==> src/rtl/l1_mem_responder_pkg.sv <==
`default_nettype none
// +--------------------------------------------------------------------------+
// | l1_mem_responder_pkg : shared types, sizes and helpers for the responder  |
// | Revision : 1.0                                                           |
// +--------------------------------------------------------------------------+
package l1_mem_responder_pkg;

  typedef enum logic [2:0] {
    IDLE     = 3'd0,
    RD_BURST = 3'd1,
    WR_BURST = 3'd2,
    MMIO     = 3'd3,
    DONE     = 3'd4,
    GAP      = 3'd5
  } state_e;

  localparam int LINE_WORDS     = 8;
  localparam int WORD_OFF_BITS  = 3;
  localparam int WORD_BITS      = 32;
  localparam int LINE_BITS      = LINE_WORDS * WORD_BITS;
  localparam int LINE_ADDR_BITS = 32 - WORD_OFF_BITS - 2;

  localparam logic [WORD_OFF_BITS-1:0] LAST_BEAT = WORD_OFF_BITS'(LINE_WORDS - 1);

  localparam logic [7:0]  MMIO_TIMEOUT  = 8'd255;
  localparam logic [31:0] MMIO_ERR_DATA = 32'hDEADBEEF;

  // Uncached window: any address whose top nibble is 0xF
  localparam logic [31:0] MMIO_MASK = 32'hF000_0000;
  localparam logic [31:0] MMIO_BASE = 32'hF000_0000;

  function automatic logic [31:0] beat_addr(input logic [LINE_ADDR_BITS-1:0] line,
                                            input logic [WORD_OFF_BITS-1:0]  k);
    return {line, k, 2'b00};
  endfunction

  function automatic logic [WORD_BITS-1:0] line_word(input logic [LINE_BITS-1:0]     line,
                                                     input logic [WORD_OFF_BITS-1:0] k);
    return line[{k, 5'b0} +: WORD_BITS];
  endfunction

endpackage
`default_nettype wire

==> src/rtl/l1_mem_responder_if.sv <==
`default_nettype none
// +--------------------------------------------------------------------------+
// | l1_mem_responder_if : L1 request, backing RAM and MMIO signal bundle      |
// | Revision : 1.0                                                           |
// +--------------------------------------------------------------------------+
interface l1_mem_responder_if;
  import l1_mem_responder_pkg::*;

  logic                 l1_mmu_req_read;
  logic                 l1_mmu_req_write;
  logic [31:0]          l1_mmu_req_addr;
  logic [LINE_BITS-1:0] l1_mmu_write_data;
  logic                 mmu_l1_done;
  logic [LINE_BITS-1:0] mmu_l1_read_data;

  logic [31:0]          mem_addr;
  logic                 mem_we;
  logic [31:0]          mem_wdata;
  logic [31:0]          mem_rdata;

  logic                 mmio_req;
  logic                 mmio_we;
  logic [31:0]          mmio_addr;
  logic [31:0]          mmio_wdata;
  logic [31:0]          mmio_rdata;
  logic                 mmio_ack;

  modport slave (
    input  l1_mmu_req_read, l1_mmu_req_write, l1_mmu_req_addr, l1_mmu_write_data,
    output mmu_l1_done, mmu_l1_read_data,
    output mem_addr, mem_we, mem_wdata,
    input  mem_rdata,
    output mmio_req, mmio_we, mmio_addr, mmio_wdata,
    input  mmio_rdata, mmio_ack
  );

  modport master (
    output l1_mmu_req_read, l1_mmu_req_write, l1_mmu_req_addr, l1_mmu_write_data,
    input  mmu_l1_done, mmu_l1_read_data,
    input  mem_addr, mem_we, mem_wdata,
    output mem_rdata,
    input  mmio_req, mmio_we, mmio_addr, mmio_wdata,
    output mmio_rdata, mmio_ack
  );

endinterface
`default_nettype wire

==> src/rtl/l1_mem_responder_mmio_addr.sv <==
`default_nettype none
// +--------------------------------------------------------------------------+
// | mmio_addr : classifies a full byte address as MMIO or cacheable          |
// | Revision : 1.0                                                           |
// +--------------------------------------------------------------------------+
module mmio_addr
  import l1_mem_responder_pkg::*;
(
  input  logic [31:0] addr_i,
  output logic        is_mmio_o
);

  assign is_mmio_o = ((addr_i & MMIO_MASK) == MMIO_BASE);

endmodule
`default_nettype wire

==> src/rtl/l1_mem_responder.sv <==
`default_nettype none
// +--------------------------------------------------------------------------+
// | l1_mem_responder : serves L1 line refills/writebacks over a word RAM and  |
// | single-word MMIO. Optional MMIO_TIMEOUT_EN adds an MMIO ack watchdog.    |
// | Revision : 1.0                                                           |
// +--------------------------------------------------------------------------+
module l1_mem_responder
  import l1_mem_responder_pkg::*;
(
  input  logic              sys_clk,
  input  logic              rst_n,
  l1_mem_responder_if.slave bus
);

  state_e                    state_q;
  logic [WORD_OFF_BITS-1:0]  cnt_q;
  logic                      drain_q;
  logic [LINE_ADDR_BITS-1:0] line_q;
  logic [LINE_BITS-1:0]      buf_q;
  logic [LINE_BITS-1:0]      rdata_q;
  logic                      done_q;
  logic [31:0]               mem_addr_q;
  logic                      mem_we_q;
  logic [31:0]               mem_wdata_q;
  logic                      mmio_req_q;
  logic                      mmio_we_q;
  logic [31:0]               mmio_addr_q;
  logic [31:0]               mmio_wdata_q;
`ifdef MMIO_TIMEOUT_EN
  logic [7:0]                to_cnt_q;
`endif

  logic                      w_is_mmio;
  logic [WORD_OFF_BITS-1:0]  w_cnt_inc;
  logic [WORD_OFF_BITS-1:0]  w_cnt_prev;

  mmio_addr u_mmio_addr (
    .addr_i    (bus.l1_mmu_req_addr),
    .is_mmio_o (w_is_mmio)
  );

  assign w_cnt_inc  = cnt_q + 1'b1;
  assign w_cnt_prev = cnt_q - 1'b1;

  always_ff @(posedge sys_clk) begin
    if (!rst_n) begin
      state_q      <= IDLE;
      cnt_q        <= '0;
      drain_q      <= 1'b0;
      line_q       <= '0;
      buf_q        <= '0;
      rdata_q      <= '0;
      done_q       <= 1'b0;
      mem_addr_q   <= '0;
      mem_we_q     <= 1'b0;
      mem_wdata_q  <= '0;
      mmio_req_q   <= 1'b0;
      mmio_we_q    <= 1'b0;
      mmio_addr_q  <= '0;
      mmio_wdata_q <= '0;
`ifdef MMIO_TIMEOUT_EN
      to_cnt_q     <= '0;
`endif
    end else begin
      case (state_q)
        IDLE: begin
          cnt_q   <= '0;
          drain_q <= 1'b0;
`ifdef MMIO_TIMEOUT_EN
          to_cnt_q <= '0;
`endif
          if (bus.l1_mmu_req_write || bus.l1_mmu_req_read) begin
            if (w_is_mmio) begin
              state_q      <= MMIO;
              mmio_req_q   <= 1'b1;
              mmio_we_q    <= bus.l1_mmu_req_write;
              mmio_addr_q  <= bus.l1_mmu_req_addr;
              mmio_wdata_q <= bus.l1_mmu_write_data[31:0];
            end else begin
              line_q     <= bus.l1_mmu_req_addr[31:5];
              mem_addr_q <= beat_addr(bus.l1_mmu_req_addr[31:5], '0);
              // Writeback wins so a dirty victim leaves before its refill
              if (bus.l1_mmu_req_write) begin
                state_q     <= WR_BURST;
                mem_we_q    <= 1'b1;
                mem_wdata_q <= line_word(bus.l1_mmu_write_data, '0);
              end else begin
                state_q <= RD_BURST;
              end
            end
          end
        end

        RD_BURST: begin
          // RAM data lags the address by one cycle, so capture trails by one beat
          if (!drain_q) begin
            if (cnt_q != '0) begin
              buf_q[{w_cnt_prev, 5'b0} +: WORD_BITS] <= bus.mem_rdata;
            end
            if (cnt_q == LAST_BEAT) begin
              drain_q <= 1'b1;
            end else begin
              cnt_q      <= w_cnt_inc;
              mem_addr_q <= beat_addr(line_q, w_cnt_inc);
            end
          end else begin
            buf_q[LINE_BITS-1 -: WORD_BITS] <= bus.mem_rdata;
            rdata_q <= {bus.mem_rdata, buf_q[LINE_BITS-WORD_BITS-1:0]};
            drain_q <= 1'b0;
            cnt_q   <= '0;
            done_q  <= 1'b1;
            state_q <= DONE;
          end
        end

        WR_BURST: begin
          if (cnt_q == LAST_BEAT) begin
            mem_we_q <= 1'b0;
            cnt_q    <= '0;
            done_q   <= 1'b1;
            state_q  <= DONE;
          end else begin
            cnt_q       <= w_cnt_inc;
            mem_addr_q  <= beat_addr(line_q, w_cnt_inc);
            mem_wdata_q <= line_word(bus.l1_mmu_write_data, w_cnt_inc);
          end
        end

        MMIO: begin
          if (bus.mmio_ack) begin
            mmio_req_q <= 1'b0;
            rdata_q    <= mmio_we_q ? '0 : {{(LINE_BITS-WORD_BITS){1'b0}}, bus.mmio_rdata};
            done_q     <= 1'b1;
            state_q    <= DONE;
          end
`ifdef MMIO_TIMEOUT_EN
          else if (to_cnt_q == MMIO_TIMEOUT - 8'd1) begin
            mmio_req_q <= 1'b0;
            rdata_q    <= {{(LINE_BITS-WORD_BITS){1'b0}}, MMIO_ERR_DATA};
            done_q     <= 1'b1;
            state_q    <= DONE;
          end else begin
            to_cnt_q <= to_cnt_q + 8'd1;
          end
`endif
        end

        DONE: begin
          done_q  <= 1'b0;
          state_q <= GAP;
        end

        // Requester still holds its request this cycle; let it fall first
        GAP: begin
          state_q <= IDLE;
        end

        default: begin
          state_q <= IDLE;
        end
      endcase
    end
  end

  assign bus.mmu_l1_done      = done_q;
  assign bus.mmu_l1_read_data = rdata_q;
  assign bus.mem_addr         = mem_addr_q;
  assign bus.mem_we           = mem_we_q;
  assign bus.mem_wdata        = mem_wdata_q;
  assign bus.mmio_req         = mmio_req_q;
  assign bus.mmio_we          = mmio_we_q;
  assign bus.mmio_addr        = mmio_addr_q;
  assign bus.mmio_wdata       = mmio_wdata_q;

endmodule
`default_nettype wire

==> src/flat_wrapper.sv <==
// flat-port wrapper written by rule: the top's interface ports become plain ports
module l1_mem_responder_flat import l1_mem_responder_pkg::*;
  (sys_clk, rst_n, bus_l1_mmu_req_read, bus_l1_mmu_req_write, bus_l1_mmu_req_addr, bus_l1_mmu_write_data, bus_mmu_l1_done, bus_mmu_l1_read_data, bus_mem_addr, bus_mem_we, bus_mem_wdata, bus_mem_rdata, bus_mmio_req, bus_mmio_we, bus_mmio_addr, bus_mmio_wdata, bus_mmio_rdata, bus_mmio_ack);
  l1_mem_responder_if bus_i ();
  input  logic sys_clk;
  input  logic rst_n;
  input wire logic [$bits(bus_i.l1_mmu_req_read)-1:0] bus_l1_mmu_req_read;
  input wire logic [$bits(bus_i.l1_mmu_req_write)-1:0] bus_l1_mmu_req_write;
  input wire logic [$bits(bus_i.l1_mmu_req_addr)-1:0] bus_l1_mmu_req_addr;
  input wire logic [$bits(bus_i.l1_mmu_write_data)-1:0] bus_l1_mmu_write_data;
  output wire logic [$bits(bus_i.mmu_l1_done)-1:0] bus_mmu_l1_done;
  output wire logic [$bits(bus_i.mmu_l1_read_data)-1:0] bus_mmu_l1_read_data;
  output wire logic [$bits(bus_i.mem_addr)-1:0] bus_mem_addr;
  output wire logic [$bits(bus_i.mem_we)-1:0] bus_mem_we;
  output wire logic [$bits(bus_i.mem_wdata)-1:0] bus_mem_wdata;
  input wire logic [$bits(bus_i.mem_rdata)-1:0] bus_mem_rdata;
  output wire logic [$bits(bus_i.mmio_req)-1:0] bus_mmio_req;
  output wire logic [$bits(bus_i.mmio_we)-1:0] bus_mmio_we;
  output wire logic [$bits(bus_i.mmio_addr)-1:0] bus_mmio_addr;
  output wire logic [$bits(bus_i.mmio_wdata)-1:0] bus_mmio_wdata;
  input wire logic [$bits(bus_i.mmio_rdata)-1:0] bus_mmio_rdata;
  input wire logic [$bits(bus_i.mmio_ack)-1:0] bus_mmio_ack;
  assign bus_i.l1_mmu_req_read = bus_l1_mmu_req_read;
  assign bus_i.l1_mmu_req_write = bus_l1_mmu_req_write;
  assign bus_i.l1_mmu_req_addr = bus_l1_mmu_req_addr;
  assign bus_i.l1_mmu_write_data = bus_l1_mmu_write_data;
  assign bus_mmu_l1_done = bus_i.mmu_l1_done;
  assign bus_mmu_l1_read_data = bus_i.mmu_l1_read_data;
  assign bus_mem_addr = bus_i.mem_addr;
  assign bus_mem_we = bus_i.mem_we;
  assign bus_mem_wdata = bus_i.mem_wdata;
  assign bus_i.mem_rdata = bus_mem_rdata;
  assign bus_mmio_req = bus_i.mmio_req;
  assign bus_mmio_we = bus_i.mmio_we;
  assign bus_mmio_addr = bus_i.mmio_addr;
  assign bus_mmio_wdata = bus_i.mmio_wdata;
  assign bus_i.mmio_rdata = bus_mmio_rdata;
  assign bus_i.mmio_ack = bus_mmio_ack;
  l1_mem_responder u_core (.sys_clk(sys_clk), .rst_n(rst_n), .bus(bus_i));
endmodule
==> config.mk <==
export PLATFORM = sky130hd
export DESIGN_NAME = l1_mem_responder_flat
export DESIGN_NICKNAME = d
export VERILOG_FILES = /design/src/rtl/l1_mem_responder_pkg.sv /design/src/rtl/l1_mem_responder_if.sv /design/src/rtl/l1_mem_responder_mmio_addr.sv /design/src/rtl/l1_mem_responder.sv /design/src/flat_wrapper.sv
export SDC_FILE = /design/constraint.sdc
export NUM_CORES = 1
export LEC_CHECK = 0
export CELL_PAD_IN_SITES_DETAIL_PLACEMENT = 1
export CELL_PAD_IN_SITES_GLOBAL_PLACEMENT = 2
export CORE_MARGIN = 4
export CORE_UTILIZATION = 28
export CTS_CLUSTER_SIZE = 14
export DETAILED_ROUTE_END_ITERATION = 10
export GPL_TIMING_DRIVEN = 0
export HOLD_SLACK_MARGIN = 0.1
export PLACE_DENSITY_LB_ADDON = 0.1
export SLEW_MARGIN = 10
export SYNTH_ARGS = -nofsm -noshare
export SYNTH_HDL_FRONTEND = slang
export SYNTH_SLANG_ARGS = --single-unit
==> constraint.sdc <==
create_clock -name sys_clk -period 4.1 [get_ports sys_clk]
set_input_delay 0.41 -clock sys_clk [delete_from_list [all_inputs] [get_ports sys_clk]]
set_output_delay 0.41 -clock sys_clk [all_outputs]
set_load 0.02 [all_outputs]
==> impl_summary.txt <==
----------------------------------------------------
[STA]
  Crit path time final ... around 3.9 ns
  Slew Limit Fails ... 0
  Hold Fails Final Rpt ... 0
  Final period utilization ... between 90% and 100%
  Slew at the pin closest to its max-slew limit ... 1.39 ns
  Top achievable clock speed ... approximately 260 MHz
  TNS Setup ... 0 ns
  Setup Skew ... about 0.029 ns
  RSZ-0062 raised after global routing ... false
  Finish-stage setup viols ... 0
  Normalized max-slew margin ... around 7.5%
  PnR worst setup slack ... about 0.24 ns

[GRT]
  First-pass GRT wire length ... 202 mm
  Vias in the first global route ... 26,800
  Met3 layer usage reported by global route ... between 8 and 9%
  GRT Residual Overflow ... 0
  Initial antenna violation count ... 26
  Met1 Track Usage GR ... 37.3%
  Met2 track demand over resource ... between 40% and 50%
  GR Util All Layers ... 28.8%
  Layer with the highest usage ... met2
  Pin count of the biggest net entering global routing ... 13

[Placed design]
  Final estimated routing congestion in global placement ... 0.919
  Cell total after placement ... 4,807
  Number of buffers added on ports ... about 740
  Sum of net half-perimeters after detailed placement ... between 100 and 150 mm
  Worst setup timing slack at the placement stage ... -0.581 ns
  Instance area at placement ... about 0.035 sq mm

[Finish]
  Most frequent standard cell in the layout excluding fill and tap cells ... clkdlybuf4s50_1
  Area overhead of the layout relative to synthesis ... 44.6%
  FF/Latch Area ... 0.0129 sq mm
  Nets ... around 4,000
  Layout fillers ... about 10,000
  Number of standard cells in the layout, taps in and fillers out ... just under 5,000
  Layout Cell Area excl Fill ... around 0.038 sq mm
  Leading cell types in the layout, fill and taps excluded ... clkdlybuf4s50_1 (741), dfxtp_1 (644), nand2_1 (497)
  Fraction of layout cells with a size suffix above 1 ... under 10%
  Footprint of the multi-input gates ... ~0.012 sq mm

[Yosys]
  Yosys warnings ... 0
  Leading register cell type out of synthesis ... dfxtp_1
  Post-synthesis cell count ... roughly 2,800
  Post-Syn Area ... between 0.02 and 0.03 sq mm
  Sequential element share of the synthesized area ... 49.7%
  Number of synthesized flops with an enable pin ... 0
  Total of flip-flops plus latches after synthesis ... about 640
  Fraction of registers with async set or reset after synthesis ... 0%
  Unique masters post-synth ... slightly below 60
  Syn avg cell area ... about 9.2 sq um

[Floorplan]
  Total number of placement rows ... 111
  Total die area ... 0.0976 sq mm
  Die Ht ... around 310 um
  Number of top-level pins ... roughly 750
  Area of the core ... around 0.092 sq mm
  Initial core utilization ... between 20% and 30%
  Die extent in x ... about 310 um

[Power]
  Worst ir drop on vdd ... 0.310 mV
  Switching component of the power ... 5.81 mW
  Static leakage power ... approximately 14 nW
  Total chip power ... between 15 and 20 mW
  Logic gate share of total power ... 24.9%
  Part of the power in registers ... between 30% and 40%
  Internal power consumption ... 12.3 mW
  Relative contribution of the clock network to total power ... a little under two fifths
  Switching power share of the total ... between 30% and 40%
  Power density over cell area ... between 400 and 500 mW/mm^2

[CTS]
  Count of clock tree sinks ... approximately 640
  Root Driver ... clkbuf_16
  Total CTS buffers ... 76
  Clock tree from TritonCTS ... done
  Quantity of hold-fixing buffers added after cts ... 0
  Clk pin slew, worst setup/hold paths ... 0.06 ns
  Max Buffers Root-to-Sink ... 3
  Total number of H-tree levels ... 3
  Clock latency on the worst-skew pair ... 0.63 ns

[Worst hold path]
  Type of the tightest min-delay check ... in -> reg

[Worst setup path]
  Maximum cell stage delay along the critical path ... around 0.56 ns
  Delay-heaviest family, CP ... buffers and inverters
  Capturing element type of the critical path ... register
  Sort of element at the start of the critical path ... register
  CP max stage cell ... mux4_2
  Type of the worst setup path ... reg -> reg
  Data required time of the critical path ... approximately 4.6 ns
  Largest fanout on the critical path ... 12
  CP dominant cell by count ... buf_2
  WP buf/inv ... 5
  Ordered list of cells on the worst path ... clkinv_2 -> clkbuf_2 -> ha_1 -> buf_2 -> buf_2 -> buf_2 -> mux4_2 -> nand2_1 -> and2_0 -> o221ai_1
  Worst EP arrival ... approximately 4.3 ns

[Run]
  Max-cap violations ... 0

[Drt]
  Drt first-iter violations ... 1,898
  Remaining number of nets flagged by the antenna check after routing ... 0
  Vias per cell ... slightly above 5
  Mean routed wirelength per cell ... about 29 um
  Total via count in the routed design ... about 26,000
  Wire length reported by the detailed router ... about 150 mm
  DRT Pass-1 Iters ... 8
  DRC violations left ... 0

[Outcome]
  Outcome ... completed

----------------------------------------------------
-- power groups by stage --
stage               combinational [mW]  sequential (mW)  clock, mW
floorplan                         2.10             7.08          0
global placement                  4.41             6.86          0
global route                      4.79             6.77       7.28
CTS                               4.49             6.74       7.04
detailed placement                4.47             6.87          0
finish                            4.50             6.74       6.88
-- worst min-delay path: stages --
cell	delay [ns]
clkdlybuf4s50_1	0.40
nand2_1	0.06
a21oi_1	0.06
-- per-stage QoR --
stage | util [%] | hold slack (ns)
floorplan | - | 0.436
global placement | 38.0 | 0.442
detailed placement | 38.0 | 0.449
CTS | 40.8 | 0.303
global route | 40.9 | 0.320
finish | 40.9 | 0.346
-- state kept, by name, indices dropped and copies added, names as in the netlist, 3 cells and up --
signal                       flops
u_core.buf_q                   224
u_core.state_q                   3
u_core.bus.mem_wdata            32
u_core.bus.mmio_addr            32
u_core.cnt_q                     3
u_core.line_q                   27
u_core.bus.mmio_wdata           32
u_core.bus.mmu_l1_read_data    256
u_core.bus.mem_addr             30
-- what timing repair did --
item | 4_1_cts | 5_1_grt
setup endpoints to repair | 137 | 111
buffers inserted | 0 | 0
resized for setup | 3 | 10
-- per-layer routing --
layer	wire length, um	vias up	part of all wire (%)
li1	-	11600	-
met1	62900	12900	43
met2	66900	835	46
met3	11000	212	7.5
met4	5020	8	3.4
met5	50	-	0.034
-- worst paths after layout --
kind	from	slack (ns)	to	cells after the start
setup reg to reg	u_core.cnt_q[0]$_SDFFE_PN0P_	0.24	u_core.bus.mem_wdata[14]$_SDFFE_PN0P_	10
hold reg to reg	u_core.bus.mmio_wdata[4]$_SDFFE_PN0P_	0.45	u_core.bus.mmio_wdata[4]$_SDFFE_PN0P_	2
setup / recovery	u_core.cnt_q[0]$_SDFFE_PN0P_	0.24	u_core.bus.mem_wdata[14]$_SDFFE_PN0P_	10
hold / removal	bus_l1_mmu_req_addr[1]	0.35	u_core.bus.mmio_addr[1]$_SDFFE_PN0P_	3
-- logic make-up (layout without fill, tap and decap cells) --
kind of cell / after synthesis / after routing / share of synthesized area [%]
other: 1 / 16 / 0.0145
XOR/XNOR: 1 / 1 / 0.0338
adder cells (fa/ha/maj): 9 / 9 / 0.434
buffers and inverters: 283 / 1159 / 4.59
multiplexers: 252 / 252 / 12.8
AND/OR/NAND/NOR: 1040 / 1040 / 17.4
AO/OA/AOI/OAI: 592 / 592 / 15.0
flip-flops: 644 / 644 / 49.7
-- final cells by class --
cell class	count	share of cell area, %
Antenna cell	14	0.0934
Buffer	278	3.13
Clock buffer	118	6.11
Clock inverter	17	0.614
Inverter	5	0.0534
Multi-Input combinational cell	1896	31.7
Sequential cell	644	34.4
Tap cell	1243	4.15
Timing Repair Buffer	741	19.8
-- synth_stat cells, types with 34 or more instances --
cell type,instances,area (sq um)
o21ai_0,83,415
buf_2,61,305
nand2_1,497,1870
nor3_1,37,185
clkbuf_1,188,706
nor2_1,273,1020
nand4_1,37,231
mux4_2,64,1440
mux2i_1,188,1880
nand3_1,97,485
a21oi_1,155,776
a22oi_1,224,1680
dfxtp_1,644,12900
a211oi_1,34,255
Note: power is estimated with default switching activity, not from simulation.
